[config.mk]
export PLATFORM = sky130hd
export DESIGN_NAME = gpio_in
export DESIGN_NICKNAME = d
export VERILOG_FILES = /design/src/rtl/gpio_in_pkg.sv /design/src/rtl/gpio_debounce.sv /design/src/rtl/gpio_in.sv
export SDC_FILE = /design/constraint.sdc
export NUM_CORES = 1
export LEC_CHECK = 0
export CORE_MARGIN = 2
export CORE_UTILIZATION = 50
export DETAILED_ROUTE_END_ITERATION = 10
export PLACE_DENSITY_LB_ADDON = 0.1
export SKIP_CTS_REPAIR_TIMING = 1
export SLEW_MARGIN = 20
export SYNTH_ARGS = -nofsm -noshare
export SYNTH_HDL_FRONTEND = slang
export SYNTH_SLANG_ARGS = --single-unit
export TNS_END_PERCENT = 1
[constraint.sdc]
create_clock -name clk -period 3.65 [get_ports clk]
set_clock_uncertainty 0.1 [all_clocks]
set_input_delay 0.9125 -clock clk [delete_from_list [all_inputs] [get_ports clk]]
set_output_delay 0.9125 -clock clk [all_outputs]
set_load 0.03 [all_outputs]
[src/rtl/gpio_in_pkg.sv]
// rtl/gpio_in_pkg.sv - register indices shared by gpio_in and the cpu address decoder
package gpio_in_pkg;

  typedef enum logic [1:0] {
    REG_DATA    = 2'd0,
    REG_RISE_EN = 2'd1,
    REG_FALL_EN = 2'd2,
    REG_STATUS  = 2'd3
  } reg_idx_e;

endpackage

[src/rtl/gpio_debounce.sv]
// rtl/gpio_debounce.sv - one-pin synchronizer and 3-sample debounce with edge pulses
module gpio_debounce #(
  parameter int SYNC_STAGES = 2
) (
  input  logic clk,
  input  logic reset,
  input  logic pin,
  input  logic tick,
  output logic data,
  output logic rise,
  output logic fall
);

  logic [SYNC_STAGES-1:0] sync_q;
  logic [2:0]             hist;
  logic [2:0]             hist_next;

  // Decide on the post-shift history so DATA and the edge pulse land on the tick edge itself.
  assign hist_next = {hist[1:0], sync_q[SYNC_STAGES-1]};
  assign rise      = tick && (&hist_next) && !data;
  assign fall      = tick && !(|hist_next) && data;

  always_ff @(posedge clk) begin
    if (!reset) begin
      sync_q <= '0;
      hist   <= '0;
      data   <= 1'b0;
    end else begin
      sync_q <= {sync_q[SYNC_STAGES-2:0], pin};
      if (tick) hist <= hist_next;
      if (rise) data <= 1'b1;
      else if (fall) data <= 1'b0;
    end
  end

endmodule

[src/rtl/gpio_in.sv]
// rtl/gpio_in.sv - debounced GPIO input block with edge-detect status and level irq
module gpio_in
  import gpio_in_pkg::*;
#(
  parameter int WIDTH       = 32,
  parameter int SYNC_STAGES = 2,
  parameter int TICK_DIV    = 1000
) (
  input  logic             clk,
  input  logic             reset,
  input  logic [WIDTH-1:0] pins,
  input  logic             sel,
  input  logic             we,
  input  logic [1:0]       addr,
  input  logic [WIDTH-1:0] wdata,
  output logic [WIDTH-1:0] rdata,
  output logic             irq
);

  localparam int CNT_W = $clog2(TICK_DIV);

  logic [CNT_W-1:0] pre_cnt;
  logic             tick;
  logic [WIDTH-1:0] data;
  logic [WIDTH-1:0] rise;
  logic [WIDTH-1:0] fall;
  logic [WIDTH-1:0] rise_en;
  logic [WIDTH-1:0] fall_en;
  logic [WIDTH-1:0] status;
  logic [WIDTH-1:0] status_set;
  logic [WIDTH-1:0] status_clr;
  logic [WIDTH-1:0] rd_mux;
  logic             wr;
  logic             rd;

  assign tick = (pre_cnt == CNT_W'(TICK_DIV - 1));

  always_ff @(posedge clk) begin
    if (!reset) pre_cnt <= '0;
    else if (tick) pre_cnt <= '0;
    else pre_cnt <= pre_cnt + 1'b1;
  end

  for (genvar gi = 0; gi < WIDTH; gi++) begin : g_pin
    gpio_debounce #(.SYNC_STAGES(SYNC_STAGES)) u_debounce (
      .clk  (clk),
      .reset(reset),
      .pin  (pins[gi]),
      .tick (tick),
      .data (data[gi]),
      .rise (rise[gi]),
      .fall (fall[gi])
    );
  end

  assign wr         = sel && we;
  assign rd         = sel && !we;
  assign status_set = (rise & rise_en) | (fall & fall_en);
  assign status_clr = (wr && addr == REG_STATUS) ? wdata : '0;

  always_comb begin
    rd_mux = '0;
    unique case (reg_idx_e'(addr))
      REG_DATA:    rd_mux = data;
      REG_RISE_EN: rd_mux = rise_en;
      REG_FALL_EN: rd_mux = fall_en;
      REG_STATUS:  rd_mux = status;
    endcase
  end

  // Edge sets are OR-ed in after the W1C mask so a simultaneous set beats the clear.
  always_ff @(posedge clk) begin
    if (!reset) begin
      rise_en <= '0;
      fall_en <= '0;
      status  <= '0;
      rdata   <= '0;
      irq     <= 1'b0;
    end else begin
      if (wr && addr == REG_RISE_EN) rise_en <= wdata;
      if (wr && addr == REG_FALL_EN) fall_en <= wdata;
      status <= (status & ~status_clr) | status_set;
      if (rd) rdata <= rd_mux;
      irq <= |status;
    end
  end

endmodule

; ---- Yosys cells after proc, flatten, opt, wreduce, memory -nomap -nowiden
; Index checks and enable logic that the tools add are counted.
[totals]
in_bits = 70
wordCells = 477
register_bits = 299
out_inout_bits = 33
[classes]
eq_ne = 4
add_sub_neg = 1
n_mux = 66
bitwise = 7
n_reduce_logical = 297
[ops]
columns = op, n
row1 = $logic_and 1x1->1, 133
row2 = $pmux 32 s4, 1
row3 = $and 32x32->32, 3
row4 = $reduce_and 3->1, 32
row5 = $reduce_or 3->1, 32
row6 = $logic_not 1->1, 65
row7 = $mux 1, 64
row8 = $or 32x32->32, 2
row9 = $reduce_bool 2->1, 32
row10 = $mux 32, 1
row11 = $not 32->32, 1
row12 = $reduce_or 32->1, 1
row13 = $add 10x1->10 const B, 1
row14 = $eq 10x10->1 const B, 1
row15 = $eq 2x2->1 const B, 2
row16 = $eq 2x1->1 const B, 1
row17 = $logic_not 2->1, 1
row18 = $reduce_or 2->1, 1
row19 = $not 1->1, 1

; ---- Depth between registers and ports, before layout
[depth]
depth_word = 7
depth_mapped = 8
ltp_nobuf = 5

; ---- Hierarchy
; Synthesis repeated with hierarchy kept, for this count alone.
[unflattened]
hier_cells = 1232
area_unflattened_um2 = 13296.5
[modules_own_cells]
columns = module, instances, seq_area_each_um2, area_each_um2, cells_per_inst
row1 = gpio_debounce, 32, 100.1, 224.0, 20
row2 = gpio_in, 1, 2782.7, 6129.6, 592

; ---- Least setup slack after synthesis
; No wires, ideal clock.
[synth_timing]
kind = input to register
from = input port addr[1]
to = register rdata[24]
path_slack_ns = 1.399
setup_ns = 0.132
n_path_buf = 2
arrival_ns = 2.019
stages = 5
required_ns = 3.418
path_cell_list = buf_2 buf_2 mux4_2 nand2_1 a21oi_1
[synth_between]
elab_chain_cells = 2
[synth_rtl]
columns = item, line
row1 = "start, declared", gpio_in.sv:14  ; input logic [1:0] addr,
row2 = $eq 2x2->1 (tied with other cells), gpio_in.sv:63  ; unique case (reg_idx_e'(addr))
row3 = $pmux 32 s4 (*), gpio_in.sv:63
row4 = "end signal, assigned", gpio_in.sv:83  ; if (rd) rdata <= rd_mux;
row5 = "end, declared", gpio_in.sv:16  ; output logic [WIDTH-1:0] rdata,
; Every way passes the cells marked *; elsewhere a longest branch is shown, timed or not.
; A chain may end at the register's enable or synchronous reset.

; ---- Final worst setup path
[layout_timing]
from = register rdata[27]
to = output port rdata[27]
; No word-level cell between the ends.

==> run summary <==
The number of port buffers came out at between 100 and 150. The remaining max-slew budget at the tightest pin came out at 48.1%. Once the floorplan was initialized, standard cells occupied 50.9% of the core. For hold timing, the worst endpoint is g_pin[26].u_debounce.sync_q[1]. The initial antenna violation count was 0.

The width of the chip is 159 um. In the layout the commonest cells are 409 x sky130_fd_sc_hd__nand2_1, 299 x sky130_fd_sc_hd__dfxtp_1, 193 x sky130_fd_sc_hd__a21oi_1. The via count of the first global-routing pass is about 9100. The flow ran to the end, and the final reports show no timing, DRC or antenna violations. The wire length of the first global-routing pass came out at roughly 47000 um.

The violation count after the first detailed-routing iteration came out at 740. The switching power share of the total is around a fifth. In this run the standard cell core region covers 0.0235 mm^2.

The worst path buffer plus inverter count is 1. Synthesis produced 1406 cells. Setup repair after global routing left no endpoint under its margin. The hold violation count in the final report came to 0. The number of max-cap violations is 0. The leakage power is between 4 and 5 nW.

In this run the worst hold path is classified as reg -> reg. At the worst endpoint, the required time is around 2600 ps. The pre-antenna-repair detailed-routing pass consisted of 5 iterations. After detailed routing, the number of vias per cell comes to 5.50.

The count of inserted antenna diode cells came out at 0. At the worst endpoint, the arrival time is 1610 ps. The total clock buffers created by CTS is 34. The post-synthesis instance area is 0.0120 mm^2. The total of flip-flops plus latches after synthesis is 299. The mean area per synthesized cell came out at roughly 8.5 um^2. In this run the most critical hold path is launched from g_pin[26].u_debounce.sync_q[0]. The cell area power density came out at between 500 and 600 mW/mm^2. The routed layout has ~10000 vias. The height of the die is 159 um. The power share of the clock group is 48.9%.

The synthesized net count is 1477. The part of the total power dissipated in combinational logic came out at about 4.0%. The sequential share of the synthesized area came out at 50.1%.

Grouping stages by cell kind, the critical path spends the most delay in buffers and inverters. The register share of total power is 47.1%. The class of the most critical setup path is reg -> out. The largest fanout of any net on the critical path came out at 2. The longest individual stage delay on the worst path is approximately 700 ps. In this run the clock root is driven by a sky130_fd_sc_hd__clkbuf_16. In the final timing run, aggregate negative setup slack is 0 ps. The source of the worst register-to-register timing path is pre_cnt[0]. The maximum level of the CTS H-tree came out at 2. The TritonCTS clock tree is built.

The Yosys warning count came out at 0. The clock reaches the later pin of the worst-skew pair after 510 ps. The detailed-placement wirelength estimate is about 18000 um. Of all cell types, the one taking the most synthesized area is sky130_fd_sc_hd__dfxtp_1. The number of different library cells in the post-synthesis netlist is 43. The master of the slowest instance on the critical path is sky130_fd_sc_hd__clkdlybuf4s50_1.

The post-layout minimum cycle time came out at 2630 ps. The clock-pin slew on the worst setup and hold paths came out at 60 ps. The area share of the largest cell type after synthesis is 50.1%.

The worst-case clock buffer depth came out at 3. In this run the count of I/O pins placed on the die edge is 103. The largest net degree at the start of global routing is 113. The critical path goes through clkdlybuf4s50_1. For this run, design rule violations remaining after detail routing come to 0. The fmax is roughly 0.38 GHz.

The count of nets left with antenna violations once routing finished came out at 0. The area growth from synthesis to layout is 19.2%. In this run the critical register-to-register path is captured at g_pin[16].u_debounce.data.

The total power of the final layout came out at slightly above 0.007 W. At the pin with the least slew margin, the transition time is around 780 ps. The cell-internal power came out at 0.00562 W. The worst vdd rail ir drop came out at 0.324 mV. STA classifies the critical path endpoint as a primary output.

The leading cell type in the layout, fill and taps excluded is sky130_fd_sc_hd__nand2_1. Counting instances, the worst hold path has a depth of 1. The number of cells on the worst reg-to-reg path is 6. The sink count of the clock tree is approximately 300. The floorplan die area is 0.0252 mm^2. The number of standard-cell rows in the floorplan came out at 56.

The final global-route overflow total came out at 0. The final critical-path share of the clock period came out at 72.0%. The fraction of layout instances using a drive strength above 1 is 7.50%.

The final-report setup violation count is 0. The final layout contains roughly 1500 nets. The global-route usage over all layers came out at 23.3%. The wire length reported by the detailed router came out at 29000 um. Sorting the synthesized cells by area gives the leading types as sky130_fd_sc_hd__dfxtp_1 50%, sky130_fd_sc_hd__nand2_1 13%, sky130_fd_sc_hd__a21oi_1 8.1%. The reg2reg setup slack is ~1300 ps. After detailed routing, the average wire length per cell comes to 16.0 um. The type of element launching the critical path is a register.

The max-slew violation total from the final report is 0. For this design the total switching power over the nets is 0.00151 W. The congestion estimate from routability-driven global placement came to between 0.7 and 0.8.
## cells in the mapped netlist, drive strengths merged
| cell | count |
|---|---|
| and4bb | 1 |
| nor4b | 1 |
| a221o | 1 |
| o31a | 1 |
| o31ai | 29 |
| o21a | 4 |
| dfxtp | 299 |
| nor4 | 36 |
| o21ai | 28 |
| o221a | 1 |
| a2bb2oi | 1 |
| a21oi | 193 |
| nand4b | 2 |
| a21boi | 4 |
| xor2 | 1 |
| nor3 | 30 |
| xnor2 | 6 |
| ha | 1 |
| nor2b | 1 |
| nor2 | 19 |
| mux4 | 32 |
| and2 | 66 |
| and3 | 6 |
| nand2b | 1 |
| a211oi | 32 |
| a31oi | 29 |
| inv | 33 |
| or3 | 1 |
| nand2 | 409 |
| and4 | 1 |
| buf | 29 |
| nand3 | 39 |
| clkbuf | 60 |
| nand4 | 7 |
| or2 | 2 |
## final cells by class
| cell class | count | area [um^2] |
|---|---|---|
| Tap cell | 319 | 399 |
| Sequential cell | 299 | 5990 |
| Timing Repair Buffer | 118 | 1180 |
| Multi-Input combinational cell | 985 | 5420 |
| Clock buffer | 49 | 998 |
| Inverter | 33 | 129 |
| Clock inverter | 9 | 151 |
| Fill cell | 2131 | 9220 |
## state kept, by name, indices dropped and copies added, names as in the netlist
name and flops:
fall_en 32, rise_en 32, rdata 32, g_pin.u_debounce.hist 64, pre_cnt 10, g_pin.u_debounce.sync_q 64, status 32, irq 1
g_pin.u_debounce.data 32
## per-stage QoR
step,hold slack [ps],utilization (%),instance area [um^2],cells,worst slack [ps]
after floorplan,312,-,12000,1406,1400
after global placement,314,55.8,13100,1754,992
after detailed placement,319,55.8,13100,1754,966
after CTS,328,60.7,14300,1812,1020
after global routing,340,60.7,14300,1812,998
final,321,60.7,14300,1812,1020
## kinds of logic (layout without fill, tap and decap cells)
group / after synthesis / count (layout) / synth area share, %
buffers and inverters: 122 / 209 / 4.81
adders and majority gates: 1 / 1 / 0.105
DFF: 299 / 299 / 50.1
muxes: 32 / 32 / 6.03
AOI/OAI and AO/OA: 323 / 323 / 15.4
and+or+nand+nor: 622 / 622 / 23.1
xor gates and xnor gates: 7 / 7 / 0.513
## how the worst max path moves through the flow
stage	start	end	slack [ps]	depth (start not counted)
detailed placement	we	fall_en[11]	970	5
floorplan	addr[1]	rdata[24]	1400	5
finish	rdata[27]	rdata[27]	1020	1
CTS	rdata[27]	rdata[27]	1020	1
global placement	we	fall_en[23]	990	5
global route	rdata[25]	rdata[25]	1000	1
## metal layers
| metal | part of all wire [%] | track usage, % |
|---|---|---|
| met1 | 48 | 33.1 |
| met2 | 45 | 36.8 |
| met3 | 5.2 | 4.03 |
| met4 | 1.6 | 6.05 |
| met5 | 0 | 0 |
## power by group through the flow
stage	logic, W	registers, W	clock network [W]
finish	0.000286	0.00336	0.00349
global route	0.000313	0.00336	0.00370
CTS	0.000289	0.00336	0.00355
detailed placement	0.000288	0.00343	0
global placement	0.000286	0.00343	0
floorplan	0.000147	0.00342	0
Power figures use the tool's default switching activity.
